File: src/rtl/mc_control.sv
// Main control FSM for the multi-cycle MIPS datapath.
// Moore outputs decoded from the state register and the IR op/funct fields.
module mc_control #(
  parameter logic [3:0] RESET_STATE = 4'd0
) (
  input  logic       clk,
  input  logic       rst,
  input  logic [5:0] op,
  input  logic [5:0] funct,
  input  logic       zero,
  input  logic       overflow,
  output logic       pc_wr,
  output logic [1:0] pc_src,
  output logic       ir_wr,
  output logic       mem_wr,
  output logic       reg_wr,
  output logic [1:0] reg_dst,
  output logic [1:0] mem_to_reg,
  output logic       alu_src_a,
  output logic [1:0] alu_src_b,
  output logic [1:0] ext_op,
  output logic [1:0] alu_ctr,
  output logic       illegal,
  output logic [3:0] state
);

  typedef enum logic [3:0] {
    S_FETCH  = 4'd0,
    S_DECODE = 4'd1,
    S_MEMADR = 4'd2,
    S_MEMRD  = 4'd3,
    S_MEMWB  = 4'd4,
    S_MEMWR  = 4'd5,
    S_EXE_R  = 4'd6,
    S_ALUWB  = 4'd7,
    S_BRANCH = 4'd8,
    S_JUMP   = 4'd9,
    S_EXE_I  = 4'd10,
    S_IWB    = 4'd11
  } state_t;

  state_t state_q, state_d;

  logic is_r, r_addu, r_subu, r_slt, r_ok;
  logic is_ori, is_lui, is_addi, is_lw, is_sw;
  logic is_beq, is_j, is_jal;

  assign is_r    = (op == 6'b000000);
  assign r_addu  = is_r && (funct == 6'b100001);
  assign r_subu  = is_r && (funct == 6'b100011);
  assign r_slt   = is_r && (funct == 6'b101010);
  assign r_ok    = r_addu || r_subu || r_slt;
  assign is_ori  = (op == 6'b001101);
  assign is_lui  = (op == 6'b001111);
  assign is_addi = (op == 6'b001000);
  assign is_lw   = (op == 6'b100011);
  assign is_sw   = (op == 6'b101011);
  assign is_beq  = (op == 6'b000100);
  assign is_j    = (op == 6'b000010);
  assign is_jal  = (op == 6'b000011);

  assign state = state_q;

  // State register; async reset lands in FETCH
  always_ff @(posedge clk or posedge rst) begin
    if (rst) state_q <= state_t'(RESET_STATE);
    else     state_q <= state_d;
  end

  // Next-state and Moore output decode; all outputs forced low during reset
  always_comb begin
    state_d    = S_FETCH;
    pc_wr      = 1'b0;
    pc_src     = 2'b00;
    ir_wr      = 1'b0;
    mem_wr     = 1'b0;
    reg_wr     = 1'b0;
    reg_dst    = 2'b00;
    mem_to_reg = 2'b00;
    alu_src_a  = 1'b0;
    alu_src_b  = 2'b00;
    ext_op     = 2'b00;
    alu_ctr    = 2'b00;
    illegal    = 1'b0;
    case (state_q)
      S_FETCH: begin
        ir_wr     = 1'b1;
        pc_wr     = 1'b1;
        alu_src_b = 2'b01;
        state_d   = S_DECODE;
      end
      S_DECODE: begin
        alu_src_b = 2'b11;
        ext_op    = 2'b01;
        unique case (1'b1)
          is_lw, is_sw:             state_d = S_MEMADR;
          r_ok:                     state_d = S_EXE_R;
          is_ori, is_lui, is_addi:  state_d = S_EXE_I;
          is_beq:                   state_d = S_BRANCH;
          is_j, is_jal:             state_d = S_JUMP;
          default: begin
            illegal = 1'b1;
            state_d = S_FETCH;
          end
        endcase
      end
      S_MEMADR: begin
        alu_src_a = 1'b1;
        alu_src_b = 2'b10;
        ext_op    = 2'b01;
        state_d   = is_sw ? S_MEMWR : S_MEMRD;
      end
      S_MEMRD: state_d = S_MEMWB;
      S_MEMWB: begin
        reg_wr     = 1'b1;
        mem_to_reg = 2'b01;
      end
      S_MEMWR: begin
        mem_wr    = 1'b1;
        alu_src_a = 1'b1;
        alu_src_b = 2'b10;
        ext_op    = 2'b01;
      end
      S_EXE_R: begin
        alu_src_a = 1'b1;
        alu_ctr   = r_addu ? 2'b00 : 2'b01;
        state_d   = S_ALUWB;
      end
      S_ALUWB: begin
        alu_src_a  = 1'b1;
        alu_ctr    = r_addu ? 2'b00 : 2'b01;
        reg_wr     = 1'b1;
        reg_dst    = 2'b01;
        mem_to_reg = r_slt ? 2'b10 : 2'b00;
      end
      S_BRANCH: begin
        alu_src_a = 1'b1;
        alu_ctr   = 2'b01;
        pc_src    = 2'b01;
        pc_wr     = zero;
      end
      S_JUMP: begin
        pc_wr  = 1'b1;
        pc_src = 2'b10;
        if (is_jal) begin
          reg_wr     = 1'b1;
          reg_dst    = 2'b10;
          mem_to_reg = 2'b11;
        end
      end
      S_EXE_I, S_IWB: begin
        alu_src_a = 1'b1;
        alu_src_b = 2'b10;
        unique case (1'b1)
          is_ori: begin
            ext_op  = 2'b00;
            alu_ctr = 2'b10;
          end
          is_lui: begin
            ext_op  = 2'b10;
            alu_ctr = 2'b10;
          end
          default: begin
            ext_op  = 2'b01;
            alu_ctr = 2'b11;
          end
        endcase
        if (state_q == S_EXE_I) begin
          state_d = S_IWB;
        end else begin
          reg_wr = !(is_addi && overflow);
        end
      end
      default: state_d = S_FETCH;
    endcase
    if (rst) begin
      pc_wr      = 1'b0;
      pc_src     = 2'b00;
      ir_wr      = 1'b0;
      mem_wr     = 1'b0;
      reg_wr     = 1'b0;
      reg_dst    = 2'b00;
      mem_to_reg = 2'b00;
      alu_src_a  = 1'b0;
      alu_src_b  = 2'b00;
      ext_op     = 2'b00;
      alu_ctr    = 2'b00;
      illegal    = 1'b0;
    end
  end

endmodule

File: config.mk
export PLATFORM = sky130hd
export DESIGN_NAME = mc_control
export DESIGN_NICKNAME = d
export VERILOG_FILES = /design/src/rtl/mc_control.sv
export SDC_FILE = /design/constraint.sdc
export NUM_CORES = 1
export LEC_CHECK = 0
export CORE_ASPECT_RATIO = 0.8
export CORE_MARGIN = 2
export CORE_UTILIZATION = 39
export CTS_CLUSTER_DIAMETER = 40
export DETAILED_ROUTE_END_ITERATION = 8
export PLACE_DENSITY_LB_ADDON = 0.2
export SLEW_MARGIN = 20
export SYNTH_ARGS = -nofsm -noshare
export SYNTH_HDL_FRONTEND = slang
export SYNTH_SLANG_ARGS = --single-unit
File: constraint.sdc
create_clock -name clk -period 2.3 [get_ports clk]
set_input_delay 0.575 -clock clk [delete_from_list [all_inputs] [get_ports clk]]
set_output_delay 0.575 -clock clk [all_outputs]
set_load 0.03 [all_outputs]
## Word level (Yosys, flattened, before mapping)

Cells that the tools add are included.

- Bits in registers: 4
- Input bits: 16
- Output and inout bits: 22
- Logic and storage cells: 81

- Equality and inequality tests: 22
- Multiplexer cells: 37
- Reduce and logical (&&, ||, !) cells: 21

Operators by type and width:

| operator | number |
|---|---|
| 6-bit equality test, second input constant | 5 |
| 4-bit one-hot mux with 6 select lines | 1 |
| 4-bit one-hot mux with 5 select lines | 1 |
| 6-bit by 4-bit equality test with 1-bit output, second input constant | 3 |
| 2-bit two-way mux | 9 |
| 2-bit one-hot mux with 3 select lines | 3 |
| 4-bit by 3-bit equality test with 1-bit output, second input constant | 4 |
| 4-bit equality test, second input constant | 4 |
| 2-bit one-hot mux with 2 select lines | 4 |
| 1-bit two-way mux | 15 |
| 2-bit OR reduction | 7 |
| 6-bit by 2-bit equality test with 1-bit output, second input constant | 2 |
| 9-bit OR reduction | 1 |
| 4-bit by 2-bit equality test with 1-bit output, second input constant | 2 |
| 7-bit OR reduction | 1 |
| 6-bit by 3-bit equality test with 1-bit output, second input constant | 1 |
| 6-bit zero test | 1 |
| 3-bit OR reduction | 2 |
| 4-bit by 1-bit equality test with 1-bit output, second input constant | 1 |
| 1-bit logical AND | 4 |
| 4-bit zero test | 1 |
| 4-bit two-way mux | 1 |
| 4-bit OR reduction | 1 |
| 3-bit two-way mux | 1 |
| 4 further kinds | 5 |

## Logic depth before layout (Yosys ltp)

- Depth after elaboration: 8
- Mapped depth: 5
- Depth with buffers taken out: 4

## Worst setup path after synthesis

Ideal clock, no wire load.

- Path type: input -> output
- From: input op[2]
- To: output illegal
- Data arrival time: 2.704 ns
- Required time: 1.725 ns
- Setup slack: -0.979 ns
- Stages: 5
- Path buffers: 1
- Cells stage by stage: clkbuf_2 and4b_1 a211oi_1 o22ai_1 a2111oi_0

- Cells in the longest elaborated chain, start to end: 8
- Elaborated cells between the ends (all ways): 18
- Those cells by class: eq/ne: 8; mux: 3; reduce/logical: 7

Ends and longest elaborated chain:

| what | RTL line | text |
|---|---|---|
| start: declaration | 8 | `input logic [5:0] op,` |
| 6-bit zero test | 48 | `assign is_r = (op == 6'b000000);` |
| 1-bit logical AND, on equally long branches | 49, 50 |  |
| 1-bit logical OR (2 in series) | 52 | `assign r_ok = r_addu \|\| r_subu \|\| r_slt;` |
| 9-bit OR reduction (no source line) * | - |  |
| 1-bit two-way mux * | 95 | `unique case (1'b1)` |
| 1-bit two-way mux * | 85 | `case (state_q)` |
| 1-bit two-way mux * | 176 | `if (rst) begin` |
| end: declaration | 23 | `output logic illegal,` |

Every way passes the cells marked *; elsewhere a longest branch is shown, timed or not.

## Final worst setup path

- From: input funct[3]
- To: output illegal

- Cells in the longest elaborated chain, start to end: 8
- Elaborated cells between the ends (all ways): 12
- Those cells by class: eq/ne: 3; mux: 3; reduce/logical: 6

Ends and longest elaborated chain:

| what | RTL line | text |
|---|---|---|
| start: declaration | 9 | `input logic [5:0] funct,` |
| 6-bit equality test, on equally long branches | 49, 50 |  |
| 1-bit logical AND, on equally long branches | 49, 50 |  |
| 1-bit logical OR | 52 |  |
| 1-bit logical OR * | 52 |  |
| 9-bit OR reduction (no source line) * | - |  |
| 1-bit two-way mux * | 95 |  |
| 1-bit two-way mux * | 85 |  |
| 1-bit two-way mux * | 176 |  |

Marked as above.

==> impl_metrics.toml <==
[timing]
worst_pin_slew_ns = 0.5478
finalSetupViolCount = 5
slew_headroom = 0.6297
skew_ns = 0.002550
hold_viol = 0
clock.fmax_ghz = 0.4158
fin_ws_ns = -0.1052
rsz0062_at_grt = "yes"
min_period_over_period = 1.046
final_max_slew_viol_count = 0
layout_min_cycle_time_ns = 2.405
fin_tns_setup_ns = -0.2845

[drt]
wl_per_cell_um = 22.84
drt_first_pass_iters = 5
drt-total-wl_um = 4591
drt_iter0_markers = 114
vias = 1333
drc = 0
via_per_inst = 6.632
postRouteAntennaNets = 0

[die]
ios = 38
die_y_um = 42.35
initial_core_util = 0.4279
dieArea_um2 = 2199
core_um2 = 1675
std_cell_rows = 13
die_w_um = 51.94

[clocking]
clk_latency_ns = 0.24
htreeDepth = 1
root_buffer = "clkbuf_4"
cts_tree = "yes"
cts_sinks = 4
cts_made_buffers = 3
cts_buffer_depth = 2
cts.clk_slew.worst_paths_ns = 0.04
hold_buffers = 0

[logic_synthesis]
synth.most_common_cell = "nor2_1"
ys.flop_type = "dfrtp_1"
synth_area_leader_cell = "dfrtp_1"
yosys_warnings = 0
synth_cell_types = 43
yosysTopAreaCellShare = 0.1396
synth_fp_nets = 119
synthTopCellsByArea = "dfrtp_1 14%, nor2_1 7.9%, nand2b_1 5.2%"
netlist_area_um2 = 716.9
synth_edf_count = 0
synthArstFlopShare = 1.000
synth_commonest_cells = "15 x nor2_1, 7 x a21oi_1, 7 x nand2_1"
synth_cells = 103
ys_seq_elements = 4
synth-seq-area-share = 0.1396
syn_area_per_cell_um2 = 6.961

[outcome]
violations = "setup timing"
status = "finished, violations left"

[setup_path]
worstSetupPathType = "input port to output pin"
cp_max_fo = 2
cp-end-kind = "output pin"
cp_data_arrival_time_ns = 1.83
startpoint_type = "input port"
cp_data_required_time_ns = 1.73

[global_routing]
grt_usage = 0.2951
grt_pass1_wl_um = 4843
grt_pass1_vias = 1061
grt_max_degree = 16
overflow = 0
antenna_found_initial = 0

[placed_design]
dp_hpwl_um = 2125
gp_congestion = 0.8691
portBuffers = 37

[power_and_ir_drop]
leakagePower_nw = 0.7203
power_density_nw_per_um2 = 627.2
ir_worst_vdd_mv = 0.6885
total_power_uw = 991.2

[final_layout]
final_layout_size_suffix_gt1_frac = 0.5307
fin_nets = 197
fin_util = 0.9432
largest_reg_flops = 4
diodes = 0
syn_to_final_growth_pct = 120.4

[min_path]
hold_path_class = "input port to async pin"

[run]
drv_cap = 0
## metrics by stage
step,cells,setup WS (ns),hold WS [ns],cell area [um^2]
2_1_floorplan,103,-0.1482,0.3465,788.3
3_3_place_gp,186,-0.5368,0.6561,1320
6_report,201,-0.1052,0.5535,1580
3_5_place_dp,186,-0.6010,0.6609,1320
4_1_cts,192,-0.1369,0.4980,1409
5_1_grt,201,-0.1990,0.5515,1580
## cells in the final DEF (no fill, tap or decap), drive strengths merged, types with 2 or more instances in the layout
| cell type | count |
|---|---|
| a211o | 2 |
| o311ai | 2 |
| buf | 67 |
| a21oi | 7 |
| a2111oi | 2 |
| inv | 3 |
| nor2b | 3 |
| dfrtp | 4 |
| nand2 | 7 |
| nor2 | 15 |
| and2 | 3 |
| nor3b | 3 |
| dlygate4sd2 | 4 |
| clkbuf | 3 |
| and4b | 2 |
| nor4 | 2 |
| nand2b | 7 |
| a211oi | 2 |
| clkdlybuf4s15 | 3 |
| and3 | 3 |
| nor3 | 8 |
| o22a | 2 |
| nand3 | 3 |
| clkdlybuf4s50 | 6 |
## worst max-delay path, cell delays in order
cell           delay [ns]
dlygate4sd2_1        0.25
nand2b_1             0.22
and2_1               0.27
o22ai_4              0.11
a2111oi_4            0.19
buf_4                0.21
## layer usage
metal	track usage	vias to the layer above	share of wire	wire length (um)
li1	-	546	-	-
met4	0.1474	0	0.070	323
met2	0.4759	143	0.46	2122
met3	0.02857	40	0.12	566
met5	0	-	0	0
met1	0.3865	604	0.34	1580
## where the power goes
part | internal (mW) | leakage [nW] | switching (mW)
Combinational | 0.337 | 0.654 | 0.440
Clock | 0.0587 | 0.0138 | 0.0334
Sequential | 0.0885 | 0.0521 | 0.0336
Total | 0.484 | 0.720 | 0.507
## worst paths after layout
path                             to  startpoint  depth (start not counted)  slack, ns
max                         illegal    funct[3]                          6      -0.11
min                        state[1]         rst                          3       0.55
max reg2reg                state[3]    state[1]                          5       0.69
min reg2reg                state[2]    state[0]                          2       0.72
max in group asynchronous  state[0]         rst                          3       1.63
min in group clk           state[2]    state[0]                          2       0.72
## area by class of cell
type                            instances  area, um^2
Multi-Input combinational cell         89       729.5
Timing Repair Buffer                   80       688.2
Sequential cell                         4       101.3
Fill cell                              55       95.09
Tap cell                               22       27.53
Clock buffer                            3       22.52
Inverter                                3       11.26
## cells by family after synthesis
family                    share of synthesized area
and+or+nand+nor                              0.5096
AOI/OAI and AO/OA                            0.2723
DFF                                          0.1396
buffers and inverters                       0.06630
xor gates and xnor gates                    0.01222
## repair_timing
action | 4_1_cts | 5_1_grt
endpoints found under the hold margin | 0 | 0
endpoints found under the setup margin | 10 | 9
pin swaps | 10 | 15
resized for setup | 62 | 21
setup buffers | 3 | 9
No activity file was read; power rests on OpenSTA's default activity.
